$ cat src/rtl/mem_arb_pkg.sv
// Shared definitions for the memory-port arbiter: message encodings, FSM state type and
// the round-robin pointer advance helper.
package mem_arb_pkg;

  // Request encodings (cache hierarchy -> arbiter -> memory)
  localparam int unsigned NO_REQ = 0;
  localparam int unsigned R_REQ  = 1;
  localparam int unsigned WB_REQ = 2;
  localparam int unsigned FLUSH  = 3;

  // Response encodings (memory -> arbiter -> cache hierarchy)
  localparam int unsigned MEM_NO_MSG = 0;
  localparam int unsigned MEM_RESP   = 4;
  localparam int unsigned MEM_READY  = 5;

  typedef enum logic [1:0] {
    StIdle,
    StBusy,
    StDone,
    StDrain
  } arb_state_e;

  function automatic int unsigned next_port(input int unsigned idx, input int unsigned num_ports);
    return (idx + 1 >= num_ports) ? 0 : idx + 1;
  endfunction

endpackage

$ cat src/rtl/rr_priority_picker.sv
// Combinational round-robin picker: first requester at or after ptr, modulo NUM_PORTS.
// Returns the winner as a one-hot vector and as a binary index.
module rr_priority_picker #(
  parameter int unsigned NUM_PORTS = 2,
  localparam int unsigned IdxW = (NUM_PORTS > 1) ? $clog2(NUM_PORTS) : 1
) (
  input  logic [NUM_PORTS-1:0] req,
  input  logic [IdxW-1:0]      ptr,
  output logic [NUM_PORTS-1:0] winner,
  output logic [IdxW-1:0]      winner_idx,
  output logic                 valid
);

  logic [IdxW-1:0] cand;

  always_comb begin
    winner     = '0;
    winner_idx = '0;
    valid      = 1'b0;
    cand       = '0;
    for (int unsigned k = 0; k < NUM_PORTS; k++) begin
      cand = IdxW'((32'(ptr) + k) % NUM_PORTS);
      if (!valid && req[cand]) begin
        valid        = 1'b1;
        winner[cand] = 1'b1;
        winner_idx   = cand;
      end
    end
  end

endmodule

$ cat src/rtl/mem_port_arbiter.sv
// Round-robin arbiter sharing one main-memory port among NUM_PORTS cache hierarchies.
// Optional watchdog enabled by defining MEM_PORT_ARB_WATCHDOG_EN.
module mem_port_arbiter
  import mem_arb_pkg::*;
#(
  parameter int unsigned NUM_PORTS      = 2,
  parameter int unsigned MSG_BITS       = 4,
  parameter int unsigned ADDRESS_BITS   = 32,
  parameter int unsigned DATA_WIDTH     = 32,
  parameter int unsigned OFFSET_BITS    = 2,
  parameter int unsigned TIMEOUT_CYCLES = 1024,
  localparam int unsigned LINE_WIDTH    = DATA_WIDTH << OFFSET_BITS
) (
  input  logic                             clock,
  input  logic                             reset,
  input  logic [NUM_PORTS*MSG_BITS-1:0]     port2arb_msg,
  input  logic [NUM_PORTS*ADDRESS_BITS-1:0] port2arb_address,
  input  logic [NUM_PORTS*LINE_WIDTH-1:0]   port2arb_data,
  output logic [NUM_PORTS*MSG_BITS-1:0]     arb2port_msg,
  output logic [NUM_PORTS*ADDRESS_BITS-1:0] arb2port_address,
  output logic [NUM_PORTS*LINE_WIDTH-1:0]   arb2port_data,
  output logic [MSG_BITS-1:0]               arb2mem_msg,
  output logic [ADDRESS_BITS-1:0]           arb2mem_address,
  output logic [LINE_WIDTH-1:0]             arb2mem_data,
  input  logic [MSG_BITS-1:0]               mem2arb_msg,
  input  logic [ADDRESS_BITS-1:0]           mem2arb_address,
  input  logic [LINE_WIDTH-1:0]             mem2arb_data,
  output logic [NUM_PORTS-1:0]              grant,
  output logic                              timeout
);

  localparam int unsigned IdxW = (NUM_PORTS > 1) ? $clog2(NUM_PORTS) : 1;

  localparam logic [MSG_BITS-1:0] MsgNoReq   = MSG_BITS'(NO_REQ);
  localparam logic [MSG_BITS-1:0] MsgNoMsg   = MSG_BITS'(MEM_NO_MSG);
  localparam logic [MSG_BITS-1:0] MsgResp    = MSG_BITS'(MEM_RESP);
  localparam logic [MSG_BITS-1:0] MsgReady   = MSG_BITS'(MEM_READY);

  if (NUM_PORTS < 2 || TIMEOUT_CYCLES < 1) begin : g_param_check
    $error("mem_port_arbiter: NUM_PORTS must be >= 2 and TIMEOUT_CYCLES >= 1");
  end

  logic [MSG_BITS-1:0]     req_msg  [NUM_PORTS];
  logic [ADDRESS_BITS-1:0] req_addr [NUM_PORTS];
  logic [LINE_WIDTH-1:0]   req_data [NUM_PORTS];
  logic [NUM_PORTS-1:0]    req_vec;

  logic [MSG_BITS-1:0]     resp_msg_q  [NUM_PORTS];
  logic [ADDRESS_BITS-1:0] resp_addr_q [NUM_PORTS];
  logic [LINE_WIDTH-1:0]   resp_data_q [NUM_PORTS];

  for (genvar i = 0; i < NUM_PORTS; i++) begin : g_port
    assign req_msg[i]  = port2arb_msg[i*MSG_BITS +: MSG_BITS];
    assign req_addr[i] = port2arb_address[i*ADDRESS_BITS +: ADDRESS_BITS];
    assign req_data[i] = port2arb_data[i*LINE_WIDTH +: LINE_WIDTH];
    assign req_vec[i]  = (req_msg[i] != MsgNoReq);

    assign arb2port_msg[i*MSG_BITS +: MSG_BITS]             = resp_msg_q[i];
    assign arb2port_address[i*ADDRESS_BITS +: ADDRESS_BITS] = resp_addr_q[i];
    assign arb2port_data[i*LINE_WIDTH +: LINE_WIDTH]        = resp_data_q[i];
  end

  arb_state_e              state_q;
  logic [IdxW-1:0]         ptr_q;
  logic [IdxW-1:0]         gidx_q;
  logic [NUM_PORTS-1:0]    grant_q;
  logic [MSG_BITS-1:0]     mem_msg_q;
  logic [ADDRESS_BITS-1:0] mem_addr_q;
  logic [LINE_WIDTH-1:0]   mem_data_q;

  logic [NUM_PORTS-1:0] win_onehot;
  logic [IdxW-1:0]      win_idx;
  logic                 any_req;
  logic                 mem_has_resp;

  rr_priority_picker #(
    .NUM_PORTS (NUM_PORTS)
  ) u_picker (
    .req        (req_vec),
    .ptr        (ptr_q),
    .winner     (win_onehot),
    .winner_idx (win_idx),
    .valid      (any_req)
  );

  assign mem_has_resp = (mem2arb_msg == MsgResp) || (mem2arb_msg == MsgReady);

  always_ff @(posedge clock or negedge reset) begin
    if (!reset) begin
      state_q     <= StIdle;
      ptr_q       <= '0;
      gidx_q      <= '0;
      grant_q     <= '0;
      mem_msg_q   <= MsgNoReq;
      mem_addr_q  <= '0;
      mem_data_q  <= '0;
      resp_msg_q  <= '{default: '0};
      resp_addr_q <= '{default: '0};
      resp_data_q <= '{default: '0};
    end else begin
      unique case (state_q)
        StIdle: begin
          if (any_req) begin
            gidx_q     <= win_idx;
            grant_q    <= win_onehot;
            mem_msg_q  <= req_msg[win_idx];
            mem_addr_q <= req_addr[win_idx];
            mem_data_q <= req_data[win_idx];
            state_q    <= StBusy;
          end
        end
        StBusy: begin
          // A granted port dropping early is forwarded as-is; its response still lands.
          mem_msg_q  <= req_msg[gidx_q];
          mem_addr_q <= req_addr[gidx_q];
          mem_data_q <= req_data[gidx_q];
          if (mem_has_resp) begin
            resp_msg_q[gidx_q]  <= mem2arb_msg;
            resp_addr_q[gidx_q] <= mem2arb_address;
            resp_data_q[gidx_q] <= mem2arb_data;
            state_q             <= StDone;
          end
        end
        StDone: begin
          mem_msg_q  <= req_msg[gidx_q];
          mem_addr_q <= req_addr[gidx_q];
          mem_data_q <= req_data[gidx_q];
          if (req_msg[gidx_q] == MsgNoReq) begin
            resp_msg_q[gidx_q] <= MsgNoReq;
            ptr_q              <= IdxW'(next_port(32'(gidx_q), NUM_PORTS));
            state_q            <= StDrain;
          end
        end
        StDrain: begin
          // Hold grant until memory has retracted its response, so it cannot leak to the
          // next owner.
          if (mem2arb_msg == MsgNoMsg) begin
            grant_q     <= '0;
            mem_msg_q   <= MsgNoReq;
            mem_addr_q  <= '0;
            mem_data_q  <= '0;
            resp_msg_q  <= '{default: '0};
            resp_addr_q <= '{default: '0};
            resp_data_q <= '{default: '0};
            state_q     <= StIdle;
          end
        end
        default: state_q <= StIdle;
      endcase
    end
  end

  assign grant           = grant_q;
  assign arb2mem_msg     = mem_msg_q;
  assign arb2mem_address = mem_addr_q;
  assign arb2mem_data    = mem_data_q;

`ifdef MEM_PORT_ARB_WATCHDOG_EN
  localparam int unsigned CntW = $clog2(TIMEOUT_CYCLES + 1);

  logic [CntW-1:0] wd_cnt_q;
  logic            timeout_q;

  always_ff @(posedge clock or negedge reset) begin
    if (!reset) begin
      wd_cnt_q  <= '0;
      timeout_q <= 1'b0;
    end else if (state_q == StIdle && any_req) begin
      wd_cnt_q <= '0;
    end else if (state_q == StBusy && wd_cnt_q != CntW'(TIMEOUT_CYCLES)) begin
      wd_cnt_q <= wd_cnt_q + CntW'(1);
      if (wd_cnt_q == CntW'(TIMEOUT_CYCLES - 1)) begin
        timeout_q <= 1'b1;
      end
    end
  end

  assign timeout = timeout_q;
`else
  assign timeout = 1'b0;
`endif

endmodule

$ cat config.mk
export PLATFORM = sky130hd
export DESIGN_NAME = mem_port_arbiter
export DESIGN_NICKNAME = d
export VERILOG_FILES = /design/src/rtl/mem_arb_pkg.sv /design/src/rtl/rr_priority_picker.sv /design/src/rtl/mem_port_arbiter.sv
export SDC_FILE = /design/constraint.sdc
export NUM_CORES = 1
export LEC_CHECK = 0
export BUFFER_PORTS_ARGS = -buffer_cell sky130_fd_sc_hd__buf_2
export CAP_MARGIN = 20
export CORE_AREA = 4 4 388 390
export DETAILED_ROUTE_END_ITERATION = 6
export DIE_AREA = 0 0 392 394
export PLACE_DENSITY = 0.46
export SLEW_MARGIN = 20
export SYNTH_ARGS = -nofsm -noshare
export SYNTH_HDL_FRONTEND = slang
export SYNTH_HIERARCHICAL = 1
export SYNTH_SLANG_ARGS = --single-unit
$ cat constraint.sdc
create_clock -name clock -period 2.5 [get_ports clock]
set_input_delay 0.375 -clock clock [delete_from_list [all_inputs] [get_ports clock]]
set_output_delay 0.375 -clock clock [all_outputs]
set_load 0.02 [all_outputs]
---- After elaboration in Yosys (flattened, before gate mapping) ----
Index checks and enable logic that the tools add are counted.
storage, ports and cells
  bits in registers ....................... 498
  input bits .............................. 494
  output and inout port bits .............. 495
  word-level logic and storage cells ...... 127
operators by class
  $add $sub $neg .......................... 2
  order comparisons ....................... 8
  equal/unequal tests ..................... 9
  muxes and demuxes ....................... 68
  bitwise logic cells ..................... 5
  reductions and logical operators ........ 22
operators with widths
  kind                                                  count
  two-way mux 128 bit                                   9
  two-way mux 256 bit                                   2
  case mux 256 bit (2 select lines)                     1
  case mux 128 bit (3 select lines)                     1
  two-way mux 32 bit                                    9
  bitwise mux 256 bit                                   1
  demux 128 bit (select 1 bit)                          1
  two-way mux 64 bit                                    2
  case mux 64 bit (2 select lines)                      1
  case mux 32 bit (3 select lines)                      1
  bitwise mux 64 bit                                    1
  two-way mux 4 bit                                     9
  demux 32 bit (select 1 bit)                           1
  two-way mux 8 bit                                     3
  case mux 8 bit (3 select lines)                       1
  two-way mux 2 bit                                     7
  case mux 4 bit (3 select lines)                       1
  two-way mux 1 bit                                     11
  AND 8 bit                                             1
  bitwise mux 8 bit                                     1
  equality test 4 x 3 -> 1 bit (second input constant)  2
  logical NOT 4 bit                                     2
  inequality test 2 bit (second input constant)         4
  inverter 8 bit                                        1
  other kinds (25)                                      41

---- Depth between registers and ports, before layout ----
  word-level depth ........................ 13
  mapped depth ............................ 10
  gate-level depth less buffers ........... 7

---- Cells and area by module ----
Netlist, hierarchy kept.
modules (own cells, without submodules)
  module              times used  cells each  area each (um^2)  seq. area each (um^2)
  mem_port_arbiter    1           2045        22836.9           12462.0
  rr_priority_picker  1           5           32.5              0.0

---- Worst setup path after synthesis ----
OpenSTA, ideal clock, no wires.
  path kind ............................... input to register
  start point ............................. input port port2arb_msg[0]
  end point ............................... register mem_data_q[35] (netlist: arb2mem_data[35])
  library setup time ...................... 133 ps
  arrival ................................. 2394 ps
  data required time ...................... 2367 ps
  path slack .............................. -27 ps
  stages on the path ...................... 8
  path buffers ............................ 2
  cell sequence ........................... nor4_1 > inv_1 > a21boi_0 > clkbuf_1 > clkbuf_1 > mux2_2 > a21oi_1 > o21ai_0
between the ends
  cells in the longest elaborated chain, start to end .. 13
  elaborated cells between the ends (all ways) .. 19
  classes of those cells .................. eq/ne: 1; mux: 13; bitwise: 1; reduce/logical: 4
RTL lines
  item                                                      line                      RTL
  start: declaration                                        mem_port_arbiter.sv:16    input logic [NUM_PORTS*MSG_BITS-1:0] port2arb_msg,
  nonzero test 4 bit *                                      mem_port_arbiter.sv:56    assign req_vec[i] = (req_msg[i] != MsgNoReq);
  named net req_vec[0]                                      mem_port_arbiter.sv:46    logic [NUM_PORTS-1:0] req_vec;
  two-way mux 1 bit (implied by the code) (2 in a row)      rr_priority_picker.sv:23  if (!valid && req[cand]) begin
  two-way mux 1 bit                                         rr_priority_picker.sv:23
  logical NOT 1 bit                                         rr_priority_picker.sv:23
  logical AND 1 bit                                         rr_priority_picker.sv:23
  two-way mux 1 bit *                                       rr_priority_picker.sv:23
  named net win_idx                                         mem_port_arbiter.sv:72    logic [IdxW-1:0] win_idx;
  inverter 1 -> 2 bit (implied by the code) *               mem_port_arbiter.sv:108   mem_data_q <= req_data[win_idx];
  two-way mux 128 bit (implied by the code) * (3 in a row)  mem_port_arbiter.sv:108
  two-way mux 128 bit *                                     mem_port_arbiter.sv:103   if (any_req) begin
  case mux 128 bit (3 select lines) *                       mem_port_arbiter.sv:101   unique case (state_q)
  end signal: assignment                                    mem_port_arbiter.sv:108
  end signal: assignment                                    mem_port_arbiter.sv:116   mem_data_q <= req_data[gidx_q];
  end signal: assignment                                    mem_port_arbiter.sv:127   mem_data_q <= req_data[gidx_q];
  end: declaration                                          mem_port_arbiter.sv:69    logic [LINE_WIDTH-1:0] mem_data_q;
The timed path passes the listed nets; every way through them passes the cells marked *. The select of a mux whose other input is x is not followed.
A chain may end at the register's enable or synchronous reset.

---- Worst setup path after layout ----
  start point ............................. register state_q[1]
  end point ............................... register resp_data_q, in the netlist arb2port_data[4]
between the ends
  cells in the longest elaborated chain, start to end .. 3
  elaborated cells between the ends (all ways) .. 7
  classes of those cells .................. eq/ne: 4; mux: 1; reduce/logical: 2
RTL lines
  item                                                                   line                     RTL
  start: declaration                                                     mem_port_arbiter.sv:63   arb_state_e state_q;
  start signal: assignment                                               mem_port_arbiter.sv:90   state_q <= StIdle;
  start signal: assignment                                               mem_port_arbiter.sv:109  state_q <= StBusy;
  start signal: assignment                                               mem_port_arbiter.sv:121  state_q <= StDone;
  equality test 2 x 1 -> 1 bit or equality test 2 bit (tied branches)    mem_port_arbiter.sv:101
  inequality test 2 bit (no line) or nonzero test 2 bit (tied branches)  --
  AND reduction 3 bit (no line)                                          --
  end signal: indexed assignment                                         mem_port_arbiter.sv:120  resp_data_q[gidx_q] <= mem2arb_data;
  end: declaration                                                       mem_port_arbiter.sv:50   logic [LINE_WIDTH-1:0] resp_data_q [NUM_PORTS];
Several ways; a longest one is shown, not always the timed one.

==> impl_metrics.ini <==
[global_route]
grt_use_total_pct = 14.1
grt_pass1_wl_um = 162000
antenna_found_initial = 46
grt_max_degree = 57
grt_pass1_vias = 21800
grt_overflow = 0

[place]
postPlaceCellArea_um2 = 31100
numPortBuffers = 987
dp.cells = 4933
place_congestion = 0.839
dp_hpwl_um = 89700

[yosys]
netlist.area_leader.share_pct = 54.5
syn-instance-count = 2050
ys_ff_latch = 498
ys_seq_area_share_pct = 54.5
ys_warn_count = 6
synthesis.nets = 2549
synth_area_leaders = dfrtp_1, a22o_1, mux2_2
post-synth-top-area-cell = dfrtp_1
post_synth.cell_area_avg_um2 = 11.2
yosysUniqueCellTypes = 36
synth_area_um2 = 22900

[drt]
top_layer_used = met5
dr_total_vias = 21100
wl_met3_um = 10200
ant_nets = 0
drc_errors = 0
wl_met2_um = 54900
met1_length_um = 46500
wirelength_um = 114000
wl_per_cell_um = 21.9
drtIter0Drc = 1002
vias_per_cell = 4.06
firstDrtPassIters = 7

[sta]
setup_viol = 0
max_freq_ghz = 0.412
worst_pin_slew_ps = 626
slew_headroom_pct = 58.1
period_needed_ps = 2430
timing.final.crit_share_pct = 97.1
hold_ws_ps = 83.0
hold_viol = 0
finalClockSkew_ps = 13.0
slew_viol_final = 0
grt_setup_unrepaired = true

[die]
die_x_um = 392
dieArea_um2 = 154000
die_h_um = 394
initial_core_util_pct = 15.5
core_um2 = 147000
num_rows = 141
num_io_pins = 989

[critical_path]
cp_data_arrival_time_ps = 2950
critical_path_required_ps = 3030
crit_type = flip-flop to flip-flop
ff2ff_path_depth = 7
critPathMaxFanout = 31
r2r_setup_slack_ps = 70
start_kind = flip-flop
cp-end-kind = flip-flop

[power_and_ir_drop]
p_leak_nw = 17.7
p_sw_mw = 20.0
intPower_mw = 25.9
power.total_mw = 45.9
pwr-share-clk_pct = 19.2
power_density_nw_per_um2 = 1320
peakVddDrop_uv = 503
swShare_pct = 43.7
combPwrFrac_pct = 50.1
seq_power_share_pct = 30.6

[layout]
drive_gt1_share_pct = 42.9
final_common_cell = buf_2
area_growth_syn_to_layout_pct = 51.6
regArea_um2 = 12500
multi_input_area_um2 = 9700
postLayoutCellArea_um2 = 34700
layout_common_cells = buf_2, dfrtp_1, a22o_1
final_net_count = 3723
fin_cells = 5209
nFillCells = 16000

[run]
cap_violations = 0

[clocking]
cts_buffers = 60
cts_sinks = 498
cts_root_buffer = clkbuf_16
clk_path_buf_depth = 3
htree_levels = 2
post-cts-setup-buffers = 0
cts_tree = built
clk_latency_ps = 650
clkTransAtPathRegs_ps = 60

[status]
run_status = finished, final reports clean

[hold_path]
hold_path_class = primary input to flip-flop
holdPathStages = 2
==> registers in the layout (all words and copies together) (netlist names), 2 cells and up <==
signal,flops
arb2mem_address,32
arb2mem_data,128
arb2mem_msg,4
arb2port_address,64
arb2port_data,256
arb2port_msg,8
grant,2
state_q,2
==> logic make-up (layout without fill, tap and decap cells) <==
family / after synthesis / count (layout) / synth area share [%]
AOI/OAI and AO/OA: 675 / 675 / 20.3
adders and majority gates: 5 / 5 / 0.274
buffers and inverters: 184 / 1404 / 3.41
DFF: 498 / 498 / 54.5
muxes: 332 / 332 / 15.5
other: 1 / 10 / 0.0164
and+or+nand+nor: 355 / 355 / 6.05
==> final timing paths <==
| kind | from | to |
|---|---|---|
| max | state_q[1] | arb2port_data[4] |
| min | mem2arb_data[64] | arb2port_data[192] |
| max reg2reg | state_q[1] | arb2port_data[4] |
| min reg2reg | arb2mem_data[93] | arb2mem_data[93] |
| max in group asynchronous | reset | arb2mem_data[96] |
| min in group asynchronous | reset | arb2port_data[55] |
==> stage by stage <==
stage               worst slack [ps]  utilization, %  TNS, ps
global placement                -135            21.1    -1030
global route                   -10.8            23.6     -104
CTS                             8.61            23.5        0
detailed placement              -148            21.1    -1410
floorplan                      -26.8               -    -1210
finish                          72.9            23.6        0
==> layout make-up <==
type / instances / area share [%]
antenna: 9 / 0.0650
clock buffer: 93 / 5.18
clock inverter: 15 / 0.509
inverter: 6 / 0.0650
multi-input combinational: 1368 / 28.0
sequential: 498 / 36.0
tap: 1930 / 6.97
timing repair buffer: 1290 / 23.3
==> synthesized netlist by cell type, drive strengths merged <==
cell type  instances
a211oi             1
nor2b              3
mux2             167
o211ai             1
nor4b              1
a31oi              2
a21o               1
or3b               1
mux2i            165
conb               1
dfrtp            498
a211o              1
inv                6
nor2             167
clkbuf           108
a21oi            167
a21boi             3
and2               1
buf               70
nand2b             2
a22o             328
and3b              1
o21a               1
o21ai            169
ha                 5
nand2            172
or2                3
nor4               2
o41a               1
nor3               2
==> power groups by stage <==
stage / registers (mW) / logic (mW) / clock network (mW)
global placement: 14.1 / 22.9 / 0
floorplan: 18.1 / 9.22 / 0
detailed placement: 14.1 / 23.1 / 0
global route: 14.5 / 25.0 / 9.48
CTS: 14.0 / 23.4 / 9.15
finish: 14.1 / 23.0 / 8.83
==> critical path: stages (launching register included) <==
cell	delay (ps)
dfrtp_1	400
inv_1	110
ha_1	250
nor4b_2	300
o21a_1	300
nand2_4	310
buf_12	310
a22o_1	250
==> layer usage <==
metal	vias up	global-route usage (%)
li1	9843	-
met1	10400	17.1
met2	773	24.1
met3	149	5.02
met4	8	2.85
met5	-	0
==> what timing repair did <==
| action | 4_1_cts | 5_1_grt |
|---|---|---|
| hold endpoints to repair | 352 | 0 |
| endpoints found under the setup margin | 0 | 311 |
| hold buffers | 159 | 0 |
| resized for setup | 0 | 2 |
(Power assumes the default switching activity.)
